## src/rtl/wfifo_burst_sched.sv

```systemverilog
`default_nettype none
// ============================================================================
// Module      : wfifo_burst_sched
// Description : Two-channel round-robin write-burst scheduler draining FWFT
//               capture FIFOs into a DDR write command/data port.
// Revision    : 1.0 - initial release
// ============================================================================
module wfifo_burst_sched #(
  parameter int DATA_WIDTH  = 32,
  parameter int ADDR_WIDTH  = 28,
  parameter int BURST_LEN   = 16,
  parameter int REGION_LOG2 = 20
) (
  input  logic                   clk,
  input  logic                   rst_n,
  input  logic                   enable,
  input  logic                   ch0_burst_rdy,
  input  logic                   ch0_rd_vld,
  input  logic [DATA_WIDTH-1:0]  ch0_rd_data,
  output logic                   ch0_rd_en,
  input  logic [ADDR_WIDTH-1:0]  ch0_base_addr,
  input  logic                   ch1_burst_rdy,
  input  logic                   ch1_rd_vld,
  input  logic [DATA_WIDTH-1:0]  ch1_rd_data,
  output logic                   ch1_rd_en,
  input  logic [ADDR_WIDTH-1:0]  ch1_base_addr,
  output logic                   cmd_valid,
  input  logic                   cmd_ready,
  output logic [ADDR_WIDTH-1:0]  cmd_addr,
  output logic [7:0]             cmd_len,
  output logic                   cmd_ch,
  output logic                   wdata_valid,
  input  logic                   wdata_ready,
  output logic [DATA_WIDTH-1:0]  wdata,
  output logic                   wdata_last,
  output logic                   busy,
  output logic [REGION_LOG2-1:0] ch0_offset,
  output logic [REGION_LOG2-1:0] ch1_offset
);

  localparam int c_BEAT_W = $clog2(BURST_LEN);
  localparam logic [c_BEAT_W-1:0]    c_LAST_BEAT = c_BEAT_W'(BURST_LEN - 1);
  // Truncation to the region width gives the natural circular wrap.
  localparam logic [REGION_LOG2-1:0] c_BURST_INC = REGION_LOG2'(BURST_LEN);

  localparam logic [1:0] c_IDLE = 2'd0;
  localparam logic [1:0] c_CMD  = 2'd1;
  localparam logic [1:0] c_DATA = 2'd2;

  logic [1:0]             r_state;
  logic                   r_grant;
  logic                   r_last_grant;
  logic [c_BEAT_W-1:0]    r_beat;
  logic [REGION_LOG2-1:0] r_offset0;
  logic [REGION_LOG2-1:0] r_offset1;

  logic                   w_req0;
  logic                   w_req1;
  logic                   w_start;
  logic                   w_pick;
  logic                   w_in_cmd;
  logic                   w_in_data;
  logic                   w_rd_vld;
  logic [DATA_WIDTH-1:0]  w_rd_data;
  logic                   w_fire;
  logic                   w_last_fire;
  logic [REGION_LOG2-1:0] w_offset_sel;
  logic [ADDR_WIDTH-1:0]  w_base_sel;

  assign w_req0  = enable & ch0_burst_rdy;
  assign w_req1  = enable & ch1_burst_rdy;
  assign w_start = w_req0 | w_req1;
  // On a tie the channel that did not win last time gets the grant.
  assign w_pick  = (w_req0 & w_req1) ? ~r_last_grant : w_req1;

  assign w_in_cmd    = (r_state == c_CMD);
  assign w_in_data   = (r_state == c_DATA);
  assign w_rd_vld    = r_grant ? ch1_rd_vld  : ch0_rd_vld;
  assign w_rd_data   = r_grant ? ch1_rd_data : ch0_rd_data;
  assign w_fire      = w_in_data & w_rd_vld & wdata_ready;
  assign w_last_fire = w_fire & (r_beat == c_LAST_BEAT);

  assign w_offset_sel = r_grant ? r_offset1 : r_offset0;
  assign w_base_sel   = r_grant ? ch1_base_addr : ch0_base_addr;

  always_ff @(posedge clk or negedge rst_n) begin
    if (!rst_n) begin
      r_state      <= c_IDLE;
      r_grant      <= 1'b0;
      r_last_grant <= 1'b1;
      r_beat       <= '0;
    end else begin
      case (r_state)
        c_IDLE: begin
          if (w_start) begin
            r_grant      <= w_pick;
            r_last_grant <= w_pick;
            r_state      <= c_CMD;
          end
        end
        c_CMD: begin
          if (cmd_ready) begin
            r_beat  <= '0;
            r_state <= c_DATA;
          end
        end
        c_DATA: begin
          if (w_fire) begin
            r_beat <= r_beat + 1'b1;
            if (r_beat == c_LAST_BEAT) r_state <= c_IDLE;
          end
        end
        default: r_state <= c_IDLE;
      endcase
    end
  end

  always_ff @(posedge clk or negedge rst_n) begin
    if (!rst_n) begin
      r_offset0 <= '0;
      r_offset1 <= '0;
    end else if (w_last_fire) begin
      if (r_grant) r_offset1 <= r_offset1 + c_BURST_INC;
      else         r_offset0 <= r_offset0 + c_BURST_INC;
    end
  end

  assign cmd_valid   = w_in_cmd;
  assign cmd_addr    = w_in_cmd ? (w_base_sel + ADDR_WIDTH'(w_offset_sel)) : '0;
  assign cmd_len     = w_in_cmd ? 8'(BURST_LEN - 1) : 8'd0;
  assign cmd_ch      = w_in_cmd & r_grant;
  assign wdata_valid = w_in_data & w_rd_vld;
  assign wdata       = w_in_data ? w_rd_data : '0;
  assign wdata_last  = wdata_valid & (r_beat == c_LAST_BEAT);
  assign ch0_rd_en   = w_fire & ~r_grant;
  assign ch1_rd_en   = w_fire & r_grant;
  assign busy        = (r_state != c_IDLE);
  assign ch0_offset  = r_offset0;
  assign ch1_offset  = r_offset1;

endmodule
`default_nettype wire

```

## config.mk

```make
export PLATFORM = sky130hd
export DESIGN_NAME = wfifo_burst_sched
export DESIGN_NICKNAME = d
export VERILOG_FILES = /design/src/rtl/wfifo_burst_sched.sv
export SDC_FILE = /design/constraint.sdc
export NUM_CORES = 1
export LEC_CHECK = 0
export BUFFER_PORTS_ARGS = -buffer_cell sky130_fd_sc_hd__buf_2
export CORE_UTILIZATION = 41
export DETAILED_ROUTE_END_ITERATION = 16
export MAX_ROUTING_LAYER = met4
export PLACE_DENSITY = 0.78
export RECOVER_POWER = 50
export SLEW_MARGIN = 25
export SYNTH_ARGS = -nofsm -noshare
export SYNTH_HDL_FRONTEND = slang
export SYNTH_SLANG_ARGS = --single-unit
```

## constraint.sdc

```tcl
create_clock -name clk -period 3.9 [get_ports clk]
set_clock_uncertainty 0.1 [all_clocks]
set_input_delay 0.78 -clock clk [delete_from_list [all_inputs] [get_ports clk]]
set_output_delay 0.78 -clock clk [all_outputs]
set_load 0.01 [all_outputs]
```

==> impl_metrics.tcl, run 1 <==
set metrics [dict create \
    status "finished with violations" \
    failed_checks "max-capacitance violations, max-slew violations, negative setup slack" \
    grt_pass1_wl_mm 21.8 \
    grt_use_total 0.286 \
    reg2reg_from "r_grant" \
    ys_ff_latch 40 \
    drc_errors 0 \
    max_slew_margin -0.457 \
    htreeDepth 2 \
    finish.instance_area_um2 5900 \
    clockBufferDepth 2 \
    worstPathArrival_ns 3.11 \
    total_leakage_power_nw 3.05 \
    drtIter0Drc 173 \
    cts_buffers 5 \
    power.total_mw 2.55 \
    setup.worst_path.class "flop to output port" \
    finalHoldWorstSlack_ns 0.373 \
    fp.dieH_um 102 \
    clock-root-buffer "clkbuf_8" \
    rrSetupSlack_ns 0.90 \
    dp_hpwl_mm 12.0 \
    worst_setup_path_start_kind "flop" \
    grt_setup_unrepaired "true" \
    synth_top_cell_by_area "dfrtp_1" \
    die_x_um 102 \
    wire_per_inst_um 17.5 \
    whs_endpoint "r_state[0]" \
    ir_drop_uv 372 \
    switchingPower_mw 1.15 \
    hold_viol_final 0 \
    wl_met1_mm 6.17 \
    synth_area_um2 4110 \
    hold_class "flop to flop" \
    gp_congestion 0.887 \
    drive_gt1_frac 0.443 \
    reg2reg_to "ch1_offset[17]" \
    fin_crit_sh 1.02 \
    rows 36 \
    fmax_ghz 0.251 \
    pwr-share-comb 0.701 \
    hp-start "r_state[1]" \
    seq_area_frac_synth 0.244 \
    met3WireLength_mm 1.03 \
    place_ws_ns -0.192 \
    grt_pass1_vias 4227 \
    io_pins 244 \
    dpl_cell_area_um2 5400 \
    crit_required_ns 3.02 \
    start_util 0.423 \
    io_buffers 231 \
    vias 4550 \
    pwr-share-seq 0.190 \
    die-area_um2 10400 \
    cap_violations 1 \
    cts.clk_slew.worst_paths_ns 0.08 \
    dr.pass1.iters 5 \
    p_per_area_nw_per_um2 433 \
    synthCells 483 \
    grt_max_degree 52 \
    wl_met2_mm 7.67 \
    synth_enable_flop_cells 0 \
    viasPerCell 5.28 \
    ys_types 59 \
    detail-route-antenna-nets 0 \
    register_area_um2 1010 \
    areaGrowthSynthToFinish_pct 43.4 \
    swShare 0.452 \
    synth_top_area_frac 0.237 \
    synth_area_leaders "dfrtp_1 24%, mux2i_1 11%, mux2_2 9.9%, nor2_1 6.4%, ha_1 5.8%" \
    nets 873 \
    clock_latency_ns 0.30 \
    drt_wl_total_mm 15.1 \
    grt_remaining_overflow 0 \
    internal_power_mw 1.40 \
    post-route-worst-setup-slack_ns -0.0898 \
    synth_common_cells "70 x nor2_1, 44 x mux2i_1, 39 x dfrtp_1" \
    top_layer "met4" \
    antenna_found_initial 4 \
    cts_sinks 40 \
    critPathMaxFanout 10 \
    clkPwrFrac 0.109 \
    stdcell_count 862 \
    finalSetupViolCount 3 \
    synth_warnings 0 \
    cts_hold_buf 0 \
    dp_cells 837 \
    cp-end-kind "output port" \
    multi_input_area_um2 3220 \
    hold_depth 1 \
    drv_slew 41 \
    synth_flop_cell "dfrtp_1" \
    period_needed_ns 3.99 \
    r2r_cells 7 \
    worst_slew_pin_slew_ns 2.19 \
    core-area_um2 9730 \
    syn_avg_cell_area_um2 8.51 \
    cts_tree "done" \
    synthMostInstantiatedCell "nor2_1" \
    async_flop_share 1.00 \
    nFillCells 885 \
]
==> registers in the layout, indices dropped and copies added, names as in the netlist <==
register,cells
ch0_offset,16
ch1_offset,16
r_beat,4
r_state,2
r_grant,1
r_last_grant,1
==> per-layer routing <==
layer | vias to the layer above | GRT usage
li1 | 2168 | -
met1 | 2169 | 0.335
met2 | 186 | 0.493
met3 | 27 | 0.0780
met4 | 0 | 0.0495
met5 | - | -
==> power groups by stage <==
stage          logic [mW]  registers (mW)  clock network (mW)
4_1_cts              1.67           0.484               0.279
3_3_place_gp         1.48           0.495                   0
5_1_grt              1.93           0.491               0.299
3_5_place_dp         1.51           0.497                   0
2_1_floorplan        1.08           0.467                   0
6_report             1.79           0.486               0.278
==> placed cells by master, fill, tap and decap left out, drive strengths merged, types with 2 or more instances in the layout <==
master  netlist  routed
a21oi        24      24
ha           19      19
o21a          4       4
inv           6       6
a31o          3       3
a221oi        2       2
o22ai         2       2
a211oi        2       2
o211ai        3       3
nand2        36      36
mux2i        44      44
nor2b         2       2
and3          7       7
nor2         71      71
nor3          8       8
conb          1      12
clkbuf        9      39
and4          2       2
mux2         36      36
nand2b        6       6
and2          9       9
diode         0       5
xor2         18      18
nand3        19      19
dfrtp        39      39
a21o         11      11
buf          28     226
xnor2        26      26
o211a         2       2
o21ai        15      15
nand4        12      12
==> worst max path at each step <==
stage	end	start	slack (ns)
finish	cmd_addr[23]	r_grant	-0.09
global route	cmd_addr[23]	r_grant	-0.16
CTS	cmd_addr[26]	r_grant	-0.10
detailed placement	cmd_addr[26]	ch1_base_addr[4]	-0.19
global placement	cmd_addr[26]	ch1_base_addr[4]	-0.18
floorplan	cmd_addr[26]	r_grant	0.02
==> what timing repair did <==
item,4_1_cts,5_1_grt
endpoints found under the setup margin,11,14
resized for setup,23,36
gates cloned,1,0
setup buffers,7,5
pin swaps,6,17
==> stage by stage <==
step,util,TNS (ns)
after CTS,0.587,-0.453
after floorplan,-,0
final,0.606,-0.165
after global routing,0.606,-1.02
after global placement,0.555,-0.615
after detailed placement,0.555,-0.696
==> kinds of logic after synthesis <==
kind of cell	count (synthesis)	synth area share
AO/OA/AOI/OAI	75	0.121
XOR/XNOR	44	0.0937
adder cells (fa/ha/maj)	20	0.0627
buffers and inverters	43	0.0593
flip-flops	40	0.244
multiplexers	80	0.206
other	1	0.000912
AND/OR/NAND/NOR	180	0.212
==> final cells by class <==
class                   instances  share of cell area
multi-input cells             411               0.546
repair buffers                260               0.236
flip-flops and latches         40               0.171
well taps                     133              0.0282
clock buffers                   5              0.0117
inverters                       6             0.00382
clock inverters                 2             0.00212
diodes                          5             0.00212
==> worst max-delay path, stage by stage (launching register included) <==
cell and delay [ns]:
dfrtp_4 0.51, buf_12 0.15, mux2_2 0.37, ha_4 0.24, a21o_4 0.23, a31o_4 0.22, o2111a_2 0.29, o211a_1 0.24
o21bai_1 0.18, mux2i_1 0.22, buf_2 0.16
(Power assumes the default switching activity.)
==> inputs of run 2 (changes only) <==
--- a/config.mk
+++ b/config.mk
@@ -6,10 +6,12 @@
 export NUM_CORES = 1
 export LEC_CHECK = 0
 export BUFFER_PORTS_ARGS = -buffer_cell sky130_fd_sc_hd__buf_2
-export CORE_UTILIZATION = 41
+export CELL_PAD_IN_SITES_DETAIL_PLACEMENT = 0
+export CELL_PAD_IN_SITES_GLOBAL_PLACEMENT = 1
+export CORE_UTILIZATION = 28
 export DETAILED_ROUTE_END_ITERATION = 16
 export MAX_ROUTING_LAYER = met4
-export PLACE_DENSITY = 0.78
+export PLACE_DENSITY = 0.77
 export RECOVER_POWER = 50
 export SLEW_MARGIN = 25
 export SYNTH_ARGS = -nofsm -noshare
==> run 2 against run 1 <==
The run still ends with max-capacitance violations, max-slew violations, negative setup slack left. Via count down 2.3%. Count of clock-buffer cells in the layout up 2. Critical path depth increased by 1. Combinational power increased by 4%.
==> impl_metrics.tcl, run 2 (synthesis gave the netlist of run 1 again) <==
set metrics [dict create \
    setup.worst_path.class "flop to output port" \
    final_cell_mix "212 x buf_2, 68 x nor2_1, 44 x mux2i_1" \
    areaGrowthSynthToFinish_pct 50.9 \
    core-area_um2 14100 \
    stdcell_count 909 \
    max_slew_margin -0.432 \
    register_area_um2 1010 \
    cp-end-kind "output port" \
    crit_path_max_incr_delay_ns 0.57 \
    nets 877 \
    cts.clk_slew.worst_paths_ns 0.06 \
    grt_setup_unrepaired "true" \
    drt_wl_total_mm 15.5 \
    cp_num_cells 11 \
    endpoint "cmd_addr[23]" \
    cts_sinks 40 \
    hold_viol_final 0 \
    path_buf_inv 3 \
    failed_checks "max-capacitance violations, max-slew violations, negative setup slack" \
    die-area_um2 15200 \
    multi_input_area_um2 3310 \
    path_delay_family "compound AO/OA/AOI/OAI gates" \
    status "finished with violations" \
    crit_required_ns 3.02 \
    dp_cells 886 \
    dp_hpwl_mm 12.7 \
    reg2reg_to "ch1_offset[16]" \
    hold_class "flop to flop" \
    rrSetupSlack_ns 1.41 \
    grt_max_degree 41 \
    finalHoldWorstSlack_ns 0.361 \
    cp_cell_sequence "buf_12 > buf_16 > o21ai_2 > ha_4 > a21o_1 > a31o_1 > o2111a_2 > o211a_1 > o21bai_1 > mux2i_1 > buf_2" \
    critPathMaxFanout 8 \
    drv_slew 41 \
    die_x_um 123 \
    period_needed_ns 3.99 \
    clockBufferDepth 2 \
    reg2reg_from "r_grant" \
    fmax_ghz 0.251 \
    post-route-worst-setup-slack_ns -0.0886 \
    dr.pass1.iters 4 \
    p_per_area_nw_per_um2 462 \
    finalSetupViolCount 6 \
    antenna_found_initial 0 \
    ir_drop_uv 226 \
    worst_slew_pin_slew_ns 2.15 \
    tns_ns -0.222 \
    gp_congestion 0.901 \
    cap_violations 1 \
    worstPathArrival_ns 3.11 \
    start_util 0.292 \
    vias 4444 \
    detail-route-antenna-nets 0 \
    drtIter0Drc 205 \
    viasPerCell 4.89 \
    cts_tree "done" \
    clock-root-buffer "clkbuf_16" \
    clock_latency_ns 0.28 \
    grt_use_total 0.202 \
    rows 43 \
    slowest_stage "dfrtp_4" \
    finish.instance_area_um2 6210 \
    drc_errors 0 \
    critical_path.startpoint "r_grant" \
    fp.dieH_um 123 \
    dpl_cell_area_um2 5490 \
    nFillCells 1426 \
    fin_crit_sh 1.02 \
    io_pins 244 \
    drive_gt1_frac 0.479 \
    diodes 0 \
    total_leakage_power_nw 3.24 \
    hold_depth 1 \
    grt_pass1_wl_mm 22.5 \
    final_common_cell "buf_2" \
    io_buffers 231 \
    cts_buffers 5 \
    r2r_cells 8 \
    wire_per_inst_um 17.0 \
    grt_pass1_vias 4350 \
    htreeDepth 2 \
    worst_setup_path_start_kind "flop" \
    grt_remaining_overflow 0 \
]
[run 2: cell count changes in the layout (fill, tap and decap cells not counted), moves of 3 or more]
cell	before	now
clkbuf_1	34	19
mux2_4	4	11
clkbuf_8	5	2
ha_1	6	3
mux2_2	32	25
diode_2	5	0
clkbuf_16	0	5
buf_2	198	212
[run 2: worst min-delay path by stage]
| stage | startpoint | endpoint | slack (ns) |
|---|---|---|---|
| after floorplan | r_state[1] | r_state[0] | 0.34 |
| after global placement | r_state[1] | r_state[0] | 0.35 |
| after detailed placement | r_state[1] | r_state[0] | 0.36 |
| after CTS | r_state[1] | r_state[0] | 0.37 |
| after global routing | r_state[1] | r_state[0] | 0.40 |
| final | r_state[1] | r_state[0] | 0.36 |
[run 2: worst reg2reg max path, delay by kind of cell, from the launching register on]
family                    cells  cell delay [ns]
and+or+nand+nor               4             1.10
xor gates and xnor gates      1             0.14
DFF                           1             0.57
muxes                         1             0.18
buffers and inverters         2             0.29
[run 2: power breakdown]
part | total, mW | switching [mW] | internal, mW
clock network | 0.505 | 0.168 | 0.337
registers | 0.492 | 0.0435 | 0.449
logic | 1.87 | 0.991 | 0.876
total | 2.86 | 1.20 | 1.66
[run 2: area by class of cell]
cell class | count | share of cell area
well taps | 180 | 0.0363
clock inverters | 1 | 0.00484
repair buffers | 264 | 0.236
flip-flops and latches | 40 | 0.162
inverters | 6 | 0.00363
clock buffers | 7 | 0.0246
multi-input cells | 411 | 0.533
[run 2: layer usage]
metal,GRT usage,routed length (um),vias up
met5,-,0,-
met4,0.0693,482,0
met3,0.0323,809,24
met2,0.379,8340,162
met1,0.211,5850,2091
li1,-,-,2167
[run 2: repair_timing]
action                                 in CTS  in global routing
pin swaps                                  10                 16
setup buffers                               8                  6
endpoints found under the hold margin       0                  0
hold buffers                                0                  0
setup endpoints to repair                  12                 14
cloned                                      1                  0
resized for setup                          32                 48
[run 2: through the flow]
step	utilization	worst slack (ns)	power, mW
6_report	0.440	-0.0886	2.86
5_1_grt	0.440	-0.194	3.05
4_1_cts	0.422	-0.101	2.77
3_5_place_dp	0.389	-0.194	2.09
3_3_place_gp	0.389	-0.147	2.07
2_1_floorplan	-	0.0172	1.54
